## src/rtl/serial_subtractor_if.sv

```systemverilog
// Start/busy/done handshake bundle for the bit-serial subtractor.
// Carries the ovf flag only when SERIAL_SUB_OVF_EN is defined.
interface serial_subtractor_if #(
    parameter int WIDTH = 8
);
    logic             start;
    logic [WIDTH-1:0] a;
    logic [WIDTH-1:0] b;
    logic             busy;
    logic             done;
    logic [WIDTH-1:0] diff;
    logic             borrow;
`ifdef SERIAL_SUB_OVF_EN
    logic             ovf;

    modport master (
        output start, a, b,
        input  busy, done, diff, borrow, ovf
    );
    modport slave (
        input  start, a, b,
        output busy, done, diff, borrow, ovf
    );
`else
    modport master (
        output start, a, b,
        input  busy, done, diff, borrow
    );
    modport slave (
        input  start, a, b,
        output busy, done, diff, borrow
    );
`endif
endinterface

```

## src/rtl/serial_subtractor.sv

```systemverilog
// Bit-serial two's-complement subtractor, LSB first, WIDTH-cycle latency.
// Optional signed-overflow flag enabled by SERIAL_SUB_OVF_EN.
module serial_subtractor #(
    parameter int WIDTH = 8
) (
    input  logic                clk,
    input  logic                rst_n,
    serial_subtractor_if.slave  bus
);
    localparam int CW = $clog2(WIDTH) + 1;

    typedef enum logic [1:0] {
        IDLE = 2'd0,
        RUN  = 2'd1,
        DONE = 2'd2
    } state_t;

    state_t           state_q, state_d;
    logic [WIDTH-1:0] a_sh_q, a_sh_d;
    logic [WIDTH-1:0] b_sh_q, b_sh_d;
    logic [WIDTH-1:0] res_q, res_d;
    logic [WIDTH-1:0] diff_q, diff_d;
    logic [CW-1:0]    cnt_q, cnt_d;
    logic             br_q, br_d;
    logic             borrow_q, borrow_d;

    logic             a0, b0, d_bit, br_nxt, load;
    logic [WIDTH-1:0] res_nxt;

`ifdef SERIAL_SUB_OVF_EN
    logic a_msb_q, a_msb_d;
    logic b_msb_q, b_msb_d;
    logic ovf_q, ovf_d;
`endif

    // Full-subtractor cell on bit 0 of the operand shift registers
    assign a0      = a_sh_q[0];
    assign b0      = b_sh_q[0];
    assign d_bit   = a0 ^ b0 ^ br_q;
    assign br_nxt  = (~a0 & b0) | (~(a0 ^ b0) & br_q);
    assign res_nxt = {d_bit, res_q[WIDTH-1:1]};

    always_comb begin
        state_d  = state_q;
        a_sh_d   = a_sh_q;
        b_sh_d   = b_sh_q;
        res_d    = res_q;
        diff_d   = diff_q;
        cnt_d    = cnt_q;
        br_d     = br_q;
        borrow_d = borrow_q;
        load     = 1'b0;
`ifdef SERIAL_SUB_OVF_EN
        a_msb_d  = a_msb_q;
        b_msb_d  = b_msb_q;
        ovf_d    = ovf_q;
`endif
        case (state_q)
            IDLE: load = bus.start;
            RUN: begin
                a_sh_d = a_sh_q >> 1;
                b_sh_d = b_sh_q >> 1;
                res_d  = res_nxt;
                br_d   = br_nxt;
                cnt_d  = cnt_q + CW'(1);
                if (cnt_q == CW'(WIDTH - 1)) begin
                    diff_d   = res_nxt;
                    borrow_d = br_nxt;
`ifdef SERIAL_SUB_OVF_EN
                    ovf_d = (a_msb_q != b_msb_q) &&
                            (res_nxt[WIDTH-1] != a_msb_q);
`endif
                    state_d = DONE;
                end
            end
            DONE: begin
                load    = bus.start;
                state_d = IDLE;
            end
            default: state_d = IDLE;
        endcase

        if (load) begin
            a_sh_d  = bus.a;
            b_sh_d  = bus.b;
            res_d   = '0;
            br_d    = 1'b0;
            cnt_d   = '0;
            state_d = RUN;
`ifdef SERIAL_SUB_OVF_EN
            a_msb_d = bus.a[WIDTH-1];
            b_msb_d = bus.b[WIDTH-1];
`endif
        end
    end

    always_ff @(posedge clk) begin
        if (!rst_n) begin
            state_q  <= IDLE;
            a_sh_q   <= '0;
            b_sh_q   <= '0;
            res_q    <= '0;
            diff_q   <= '0;
            cnt_q    <= '0;
            br_q     <= 1'b0;
            borrow_q <= 1'b0;
`ifdef SERIAL_SUB_OVF_EN
            a_msb_q  <= 1'b0;
            b_msb_q  <= 1'b0;
            ovf_q    <= 1'b0;
`endif
        end else begin
            state_q  <= state_d;
            a_sh_q   <= a_sh_d;
            b_sh_q   <= b_sh_d;
            res_q    <= res_d;
            diff_q   <= diff_d;
            cnt_q    <= cnt_d;
            br_q     <= br_d;
            borrow_q <= borrow_d;
`ifdef SERIAL_SUB_OVF_EN
            a_msb_q  <= a_msb_d;
            b_msb_q  <= b_msb_d;
            ovf_q    <= ovf_d;
`endif
        end
    end

    assign bus.busy   = (state_q == RUN);
    assign bus.done   = (state_q == DONE);
    assign bus.diff   = diff_q;
    assign bus.borrow = borrow_q;
`ifdef SERIAL_SUB_OVF_EN
    assign bus.ovf    = ovf_q;
`endif
endmodule

```

## src/flat_wrapper.sv

```systemverilog
// flat-port wrapper written by rule: the top's interface ports become plain ports
module serial_subtractor_flat 
#(
    parameter int WIDTH = 8
)
  (clk, rst_n, bus_start, bus_a, bus_b, bus_busy, bus_done, bus_diff, bus_borrow);
  serial_subtractor_if #(.WIDTH(WIDTH)) bus_i ();
  input  logic clk;
  input  logic rst_n;
  input wire logic [$bits(bus_i.start)-1:0] bus_start;
  input wire logic [$bits(bus_i.a)-1:0] bus_a;
  input wire logic [$bits(bus_i.b)-1:0] bus_b;
  output wire logic [$bits(bus_i.busy)-1:0] bus_busy;
  output wire logic [$bits(bus_i.done)-1:0] bus_done;
  output wire logic [$bits(bus_i.diff)-1:0] bus_diff;
  output wire logic [$bits(bus_i.borrow)-1:0] bus_borrow;
  assign bus_i.start = bus_start;
  assign bus_i.a = bus_a;
  assign bus_i.b = bus_b;
  assign bus_busy = bus_i.busy;
  assign bus_done = bus_i.done;
  assign bus_diff = bus_i.diff;
  assign bus_borrow = bus_i.borrow;
  serial_subtractor #(.WIDTH(WIDTH)) u_core (.clk(clk), .rst_n(rst_n), .bus(bus_i));
endmodule
```

## config.mk

```make
export PLATFORM = sky130hd
export DESIGN_NAME = serial_subtractor_flat
export DESIGN_NICKNAME = d
export VERILOG_FILES = /design/src/rtl/serial_subtractor_if.sv /design/src/rtl/serial_subtractor.sv /design/src/flat_wrapper.sv
export SDC_FILE = /design/constraint.sdc
export NUM_CORES = 1
export LEC_CHECK = 0
export CORE_MARGIN = 3
export CORE_UTILIZATION = 55
export CTS_BUF_LIST = sky130_fd_sc_hd__clkbuf_8
export DETAILED_ROUTE_END_ITERATION = 8
export GPL_TIMING_DRIVEN = 1
export PLACE_DENSITY = 0.84
export SETUP_SLACK_MARGIN = 0.1
export SLEW_MARGIN = 20
export SYNTH_ARGS = -nofsm -noshare
export SYNTH_HDL_FRONTEND = slang
export SYNTH_SLANG_ARGS = --single-unit
export TNS_END_PERCENT = 30
```

## constraint.sdc

```tcl
create_clock -name clk -period 3.1 [get_ports clk]
set_input_delay 0.62 -clock clk [delete_from_list [all_inputs] [get_ports clk]]
set_output_delay 0.62 -clock clk [all_outputs]
set_load 0.01 [all_outputs]
```

==> flow_summary.json, run 1 <==
{
  "max-vdd-ir-drop_mv": 0.475,
  "cts_sinks": 39,
  "ctsHoldBuffers": 0,
  "final_cell_mix": "nand2_1, dfxtp_1, clkdlybuf4s50_1",
  "overflow": 0,
  "yosysUniqueCellTypes": 37,
  "slew_violations": 0,
  "drt_wl_total_mm": 3.62,
  "dieHeight_um": 61.9,
  "yosysWarnings": 0,
  "core.rowCount": 19,
  "synth.net_count": 201,
  "fin_util_pct": 73.9,
  "post-dp-hpwl_mm": 2.44,
  "synthArstFlopShare_pct": 0,
  "required_ns": 2.48,
  "globalplace.congestion": 0.747,
  "postCtsSetupBuffers": 0,
  "cp-start-kind": "register",
  "nets": 228,
  "fill_cells": 212,
  "multi_input_area_um2": 828,
  "clock_path_buffers": 2,
  "port_buffers": 29,
  "setup_ws_ns": 1.08,
  "rrSetupSlack_ns": 1.64,
  "rsz0062_at_grt": "false",
  "post_route_cells_drive_above_1_share_pct": 17.3,
  "ios": 30,
  "die_w_um": 61.9,
  "clk_latency_ns": 0.30,
  "post-route-period-util_pct": 65.2,
  "holdPathEnd": "u_core.bus.diff[0]",
  "ff_latch_area_um2": 781,
  "detailed_place.area_um2": 1990,
  "synth_top_flop_cell": "dfxtp_1",
  "holdCritStartpoint": "u_core.bus.diff[0]",
  "final_cell_area_um2": 2130,
  "worstSetupEndpointType": "output port",
  "start_util_pct": 59.8,
  "status": "finished clean",
  "cp_data_arrival_time_ns": 1.40,
  "drt_iter0_markers": 120,
  "synth_cells": 180,
  "cts.clk_slew.worst_paths_ns": 0.07,
  "max_slew_margin_pct": 64.7,
  "leakagePower_nw": 0.739,
  "cts_tree": "built",
  "min_period_ns": 2.02,
  "firstDrtPassIters": 4,
  "yosysSeqAreaShare_pct": 45.4,
  "dieArea_um2": 3840,
  "coreArea_um2": 2880,
  "clock_skew_ns": 0.0151,
  "setup.worst_path.class": "register to output port",
  "ant_nets": 0,
  "crit_fanout": 3,
  "drv_cap": 0,
  "grt_pass1_wl_mm": 5.85,
  "routed_via_density": 5.64,
  "finalSetupViolCount": 0,
  "antenna_cells": 0,
  "drt_drc_violations_left": 0,
  "grt_use_total_pct": 20.7,
  "pre_cts_ws_ns": 0.950,
  "vias": 1410,
  "finalHoldViolCount": 0,
  "layout_commonest_cell": "nand2_1",
  "htree_levels": 2,
  "grt_start_max_net_pins": 30,
  "hold_path.class": "register to register",
  "cts_root_buf": "clkbuf_8",
  "synth_edf_count": 0,
  "wl_per_cell_um": 14.5,
  "hold_path_depth": 2,
  "grt_pass1_vias": 1378,
  "worst_r2r_path_depth": 3,
  "tns_ns": 0,
  "p_per_area_nw_per_um2": 552,
  "antenna_found_initial": 0,
  "cts_resized": 0,
  "syn_area_per_cell_um2": 9.56,
  "area_delta_synth_final_pct": 23.6,
  "rr_endpoint": "u_core.br_q",
  "ys_ff_latch": 39,
  "worstReg2RegStart": "u_core.state_q[0]",
  "numCtsBuffers": 5,
  "synth_area_um2": 1720,
  "max_freq_mhz": 495,
  "worst_slew_pin_slew_ns": 0.528
}
[area by class of cell]
type | count | area share [%]
Clock buffer | 5 | 3.24
Clock inverter | 3 | 3.00
Timing Repair Buffer | 33 | 15.1
Tap cell | 42 | 2.47
Inverter | 3 | 0.530
Multi-Input combinational cell | 125 | 39.0
Sequential cell | 39 | 36.7
[through the flow]
step | instances | hold WS (ns) | power, mW
after floorplan | 180 | 0.432 | 0.650
after global placement | 242 | 0.444 | 0.683
after detailed placement | 242 | 0.450 | 0.688
after CTS | 250 | 0.461 | 1.18
after global routing | 250 | 0.488 | 1.22
final | 250 | 0.460 | 1.17
[report_power, final]
group          internal [mW]  switching, mW
Sequential             0.524         0.0167
Combinational         0.0607         0.0762
Clock                  0.318          0.176
Total                  0.903          0.269
[cells in the mapped netlist (3+ instances only)]
| cell | number | area [um^2] |
|---|---|---|
| a21oi_2 | 8 | 70.1 |
| dfxtp_1 | 39 | 781 |
| o221ai_2 | 8 | 120 |
| nand3_1 | 5 | 25.0 |
| o21ai_0 | 4 | 20.0 |
| buf_4 | 5 | 37.5 |
| a21boi_0 | 3 | 22.5 |
| nor2_1 | 11 | 41.3 |
| nand2_1 | 40 | 150 |
| mux2i_1 | 8 | 80.1 |
| nor3_1 | 10 | 50.1 |
| buf_6 | 4 | 45.0 |
[state kept, by name (all words and copies together) (netlist names)]
register,count
u_core.res_q,7
u_core.state_q,2
u_core.br_q,1
u_core.b_sh_q,8
u_core.cnt_q,4
u_core.bus.borrow,1
u_core.bus.diff,8
u_core.a_sh_q,8
[cells by family after synthesis]
| logic type | after synthesis | synth area share (%) |
|---|---|---|
| adder cells (fa/ha/maj) | 2 | 1.89 |
| XOR/XNOR | 2 | 1.02 |
| AND/OR/NAND/NOR | 80 | 22.5 |
| multiplexers | 8 | 4.65 |
| buffers and inverters | 16 | 6.47 |
| AO/OA/AOI/OAI | 33 | 18.0 |
| flip-flops | 39 | 45.4 |
[how the worst max path moves through the flow]
stage	slack, ns	startpoint	to	depth (start not counted)
final	1.08	u_core.state_q[1]	bus_busy	3
after global routing	1.02	u_core.state_q[1]	bus_busy	3
after CTS	1.06	u_core.state_q[1]	bus_busy	3
after detailed placement	0.95	rst_n	u_core.b_sh_q[5]	3
after global placement	1.02	rst_n	u_core.a_sh_q[0]	4
after floorplan	1.71	u_core.state_q[1]	bus_busy	3
[per-layer routing]
layer	vias up	track usage (%)	routed length (um)
met1	691	24.7	1620
met2	42	34.7	1770
li1	673	-	-
met3	4	7.23	188
met5	-	0	0
met4	0	7.27	38
[critical path, cell delays in order, from the launching register on]
cell and delay (ns):
dfxtp_1 0.32, nand2b_2 0.19, inv_2 0.07, clkdlybuf4s50_1 0.53
Note: power is estimated with default switching activity, not from simulation.
==> run 2: changes to the inputs <==
CORE_UTILIZATION = 49   (was 55)
PLACE_DENSITY = 0.79   (was 0.84)
clock period = 1.7 ns   (was 3.1 ns; I/O delays follow)
==> run 2 against run 1 <==
Compared with the run above: critical path type unchanged; largest power group unchanged; largest cell class unchanged; sequential share of layout area is 0.26 points lower; final area increased by 0.88%; non-clock buffer count increased by 1.
==> flow_summary.json, run 2 (synthesis gave the netlist of run 1 again) <==
{
  "whs_ns": 0.460,
  "p_sw_uw": 485,
  "max_freq_mhz": 654,
  "vias": 1341,
  "start_util_pct": 53.7,
  "numCtsBuffers": 5,
  "port_buffers": 29,
  "setup.worst_path.class": "register to output port",
  "htree_levels": 2,
  "max_slew_margin_pct": 75.1,
  "drt_drc_violations_left": 0,
  "grt_pass1_wl_mm": 5.94,
  "final_cell_mix": "nand2_1, dfxtp_1, clkdlybuf4s50_1",
  "worst_r2r_path_depth": 4,
  "cts_sinks": 39,
  "cpMaxStageDelayCell": "clkdlybuf4s50_1",
  "clock_skew_ns": 0.00677,
  "worst_slew_pin_slew_ns": 0.374,
  "p_per_area_nw_per_um2": 949,
  "globalplace.congestion": 0.737,
  "drt_wl_total_mm": 3.54,
  "area_delta_synth_final_pct": 24.7,
  "ctsHoldBuffers": 0,
  "post_route_cells_drive_above_1_share_pct": 18.7,
  "stdcell_count": 253,
  "drt_iter0_markers": 117,
  "rsz0062_at_grt": "false",
  "finalHoldViolCount": 0,
  "coreArea_um2": 3200,
  "clock_path_buffers": 2,
  "critPathTopFamily": "buffers and inverters",
  "postCtsSetupBuffers": 0,
  "dieArea_um2": 4260,
  "required_ns": 1.36,
  "routed_via_density": 5.30,
  "cts_resized": 3,
  "max-vdd-ir-drop_mv": 0.624,
  "dp_cells": 245,
  "p_total_mw": 2.04,
  "cts_root_buf": "clkbuf_8",
  "min_period_ns": 1.53,
  "slowest_delay_ns": 0.55,
  "cp_num_buf_inv": 1,
  "die_w_um": 65.3,
  "cp_data_arrival_time_ns": 1.19,
  "fin_util_pct": 67.0,
  "firstDrtPassIters": 4,
  "clk_latency_ns": 0.30,
  "cts.clk_slew.worst_paths_ns": 0.08,
  "hold_path_depth": 2,
  "crit_cells": 1,
  "p_int_mw": 1.55,
  "drv_cap": 0,
  "core.rowCount": 20,
  "pwr-share-clk_pct": 39.0,
  "antenna_cells": 0,
  "dieHeight_um": 65.3,
  "power_frac_seq_pct": 48.5,
  "cp-start-kind": "register",
  "crit_fanout": 2,
  "combPwrFrac_pct": 12.6,
  "overflow": 0,
  "status": "finished clean",
  "switching_share_pct": 23.8,
  "leakagePower_nw": 0.753,
  "nets": 229,
  "ios": 30,
  "path_cells": "clkdlybuf4s50_1",
  "grt_pass1_vias": 1352,
  "slew_violations": 0,
  "cts_tree": "built",
  "post-dp-hpwl_mm": 2.36,
  "finalSetupViolCount": 0,
  "wl_per_cell_um": 14.0,
  "worstSetupEndpointType": "output port",
  "layout_commonest_cell": "nand2_1",
  "grt_start_max_net_pins": 36,
  "grt_use_total_pct": 18.2,
  "antenna_found_initial": 0,
  "post-route-period-util_pct": 89.9,
  "hold_path.class": "register to register",
  "ant_nets": 0,
  "fill_cells": 278,
  "tns_ns": 0
}
run 2: cell types whose count changed in the layout (fill, tap and decap cells not counted), sizes merged:
cell | previous run | this run
clkdlybuf4s50 | 29 | 27
dlygate4sd2 | 0 | 2
buf | 4 | 5
bufinv | 2 | 1
clkbuf | 5 | 6
clkinv | 0 | 1
inv | 4 | 3
run 2: final timing paths:
check,start,slack [ns],endpoint
max,u_core.bus.diff[1],0.17,bus_diff[1]
min,u_core.bus.diff[4],0.46,u_core.bus.diff[4]
max reg2reg,u_core.state_q[1],0.31,u_core.cnt_q[3]
min reg2reg,u_core.bus.diff[4],0.46,u_core.bus.diff[4]
run 2: worst reg2reg max path, cell delays in order (launching register included):
cell      delay [ns]
dfxtp_1         0.33
nand2b_2        0.20
buf_4           0.26
or3_1           0.40
a21oi_2         0.14
run 2: cell type report:
class	count	area [um^2]	area share (%)
multi-input combinational	125	828	38.6
inverter	3	11.3	0.525
clock inverter	2	35.0	1.63
clock buffer	6	82.6	3.85
sequential	39	782	36.5
timing repair buffer	34	350	16.3
tap	44	55.1	2.57
run 2: through the flow:
step	instance area, um^2	setup slack [ns]
CTS	2140	0.152
finish	2140	0.171
floorplan	1720	0.513
detailed placement	2030	0.153
global route	2140	0.129
global placement	2030	0.178
run 2: per-layer routing:
layer  track usage, %  vias up  part of all wire, %
met4             9.33        0                  2.1
met5                0        -                    0
li1                 -      673                    -
met2             31.7       30                   49
met1             19.7      631                   43
met3             5.47        7                  5.7
run 2: power by group through the flow:
stage               clock network [mW]  logic, mW  registers, mW
finish                           0.793      0.256          0.987
global route                     0.850      0.283          0.992
CTS                              0.818      0.259          0.986
detailed placement                   0      0.258           1.01
global placement                     0      0.251           1.00
floorplan                            0      0.186          0.999
==> run 3: changes to the inputs <==
GPL_TIMING_DRIVEN = not set   (was 1)
TNS_END_PERCENT = 10   (was 30)
==> results of run 3 <==
The final DEF is identical to that of run 2; final timing and power are the same.
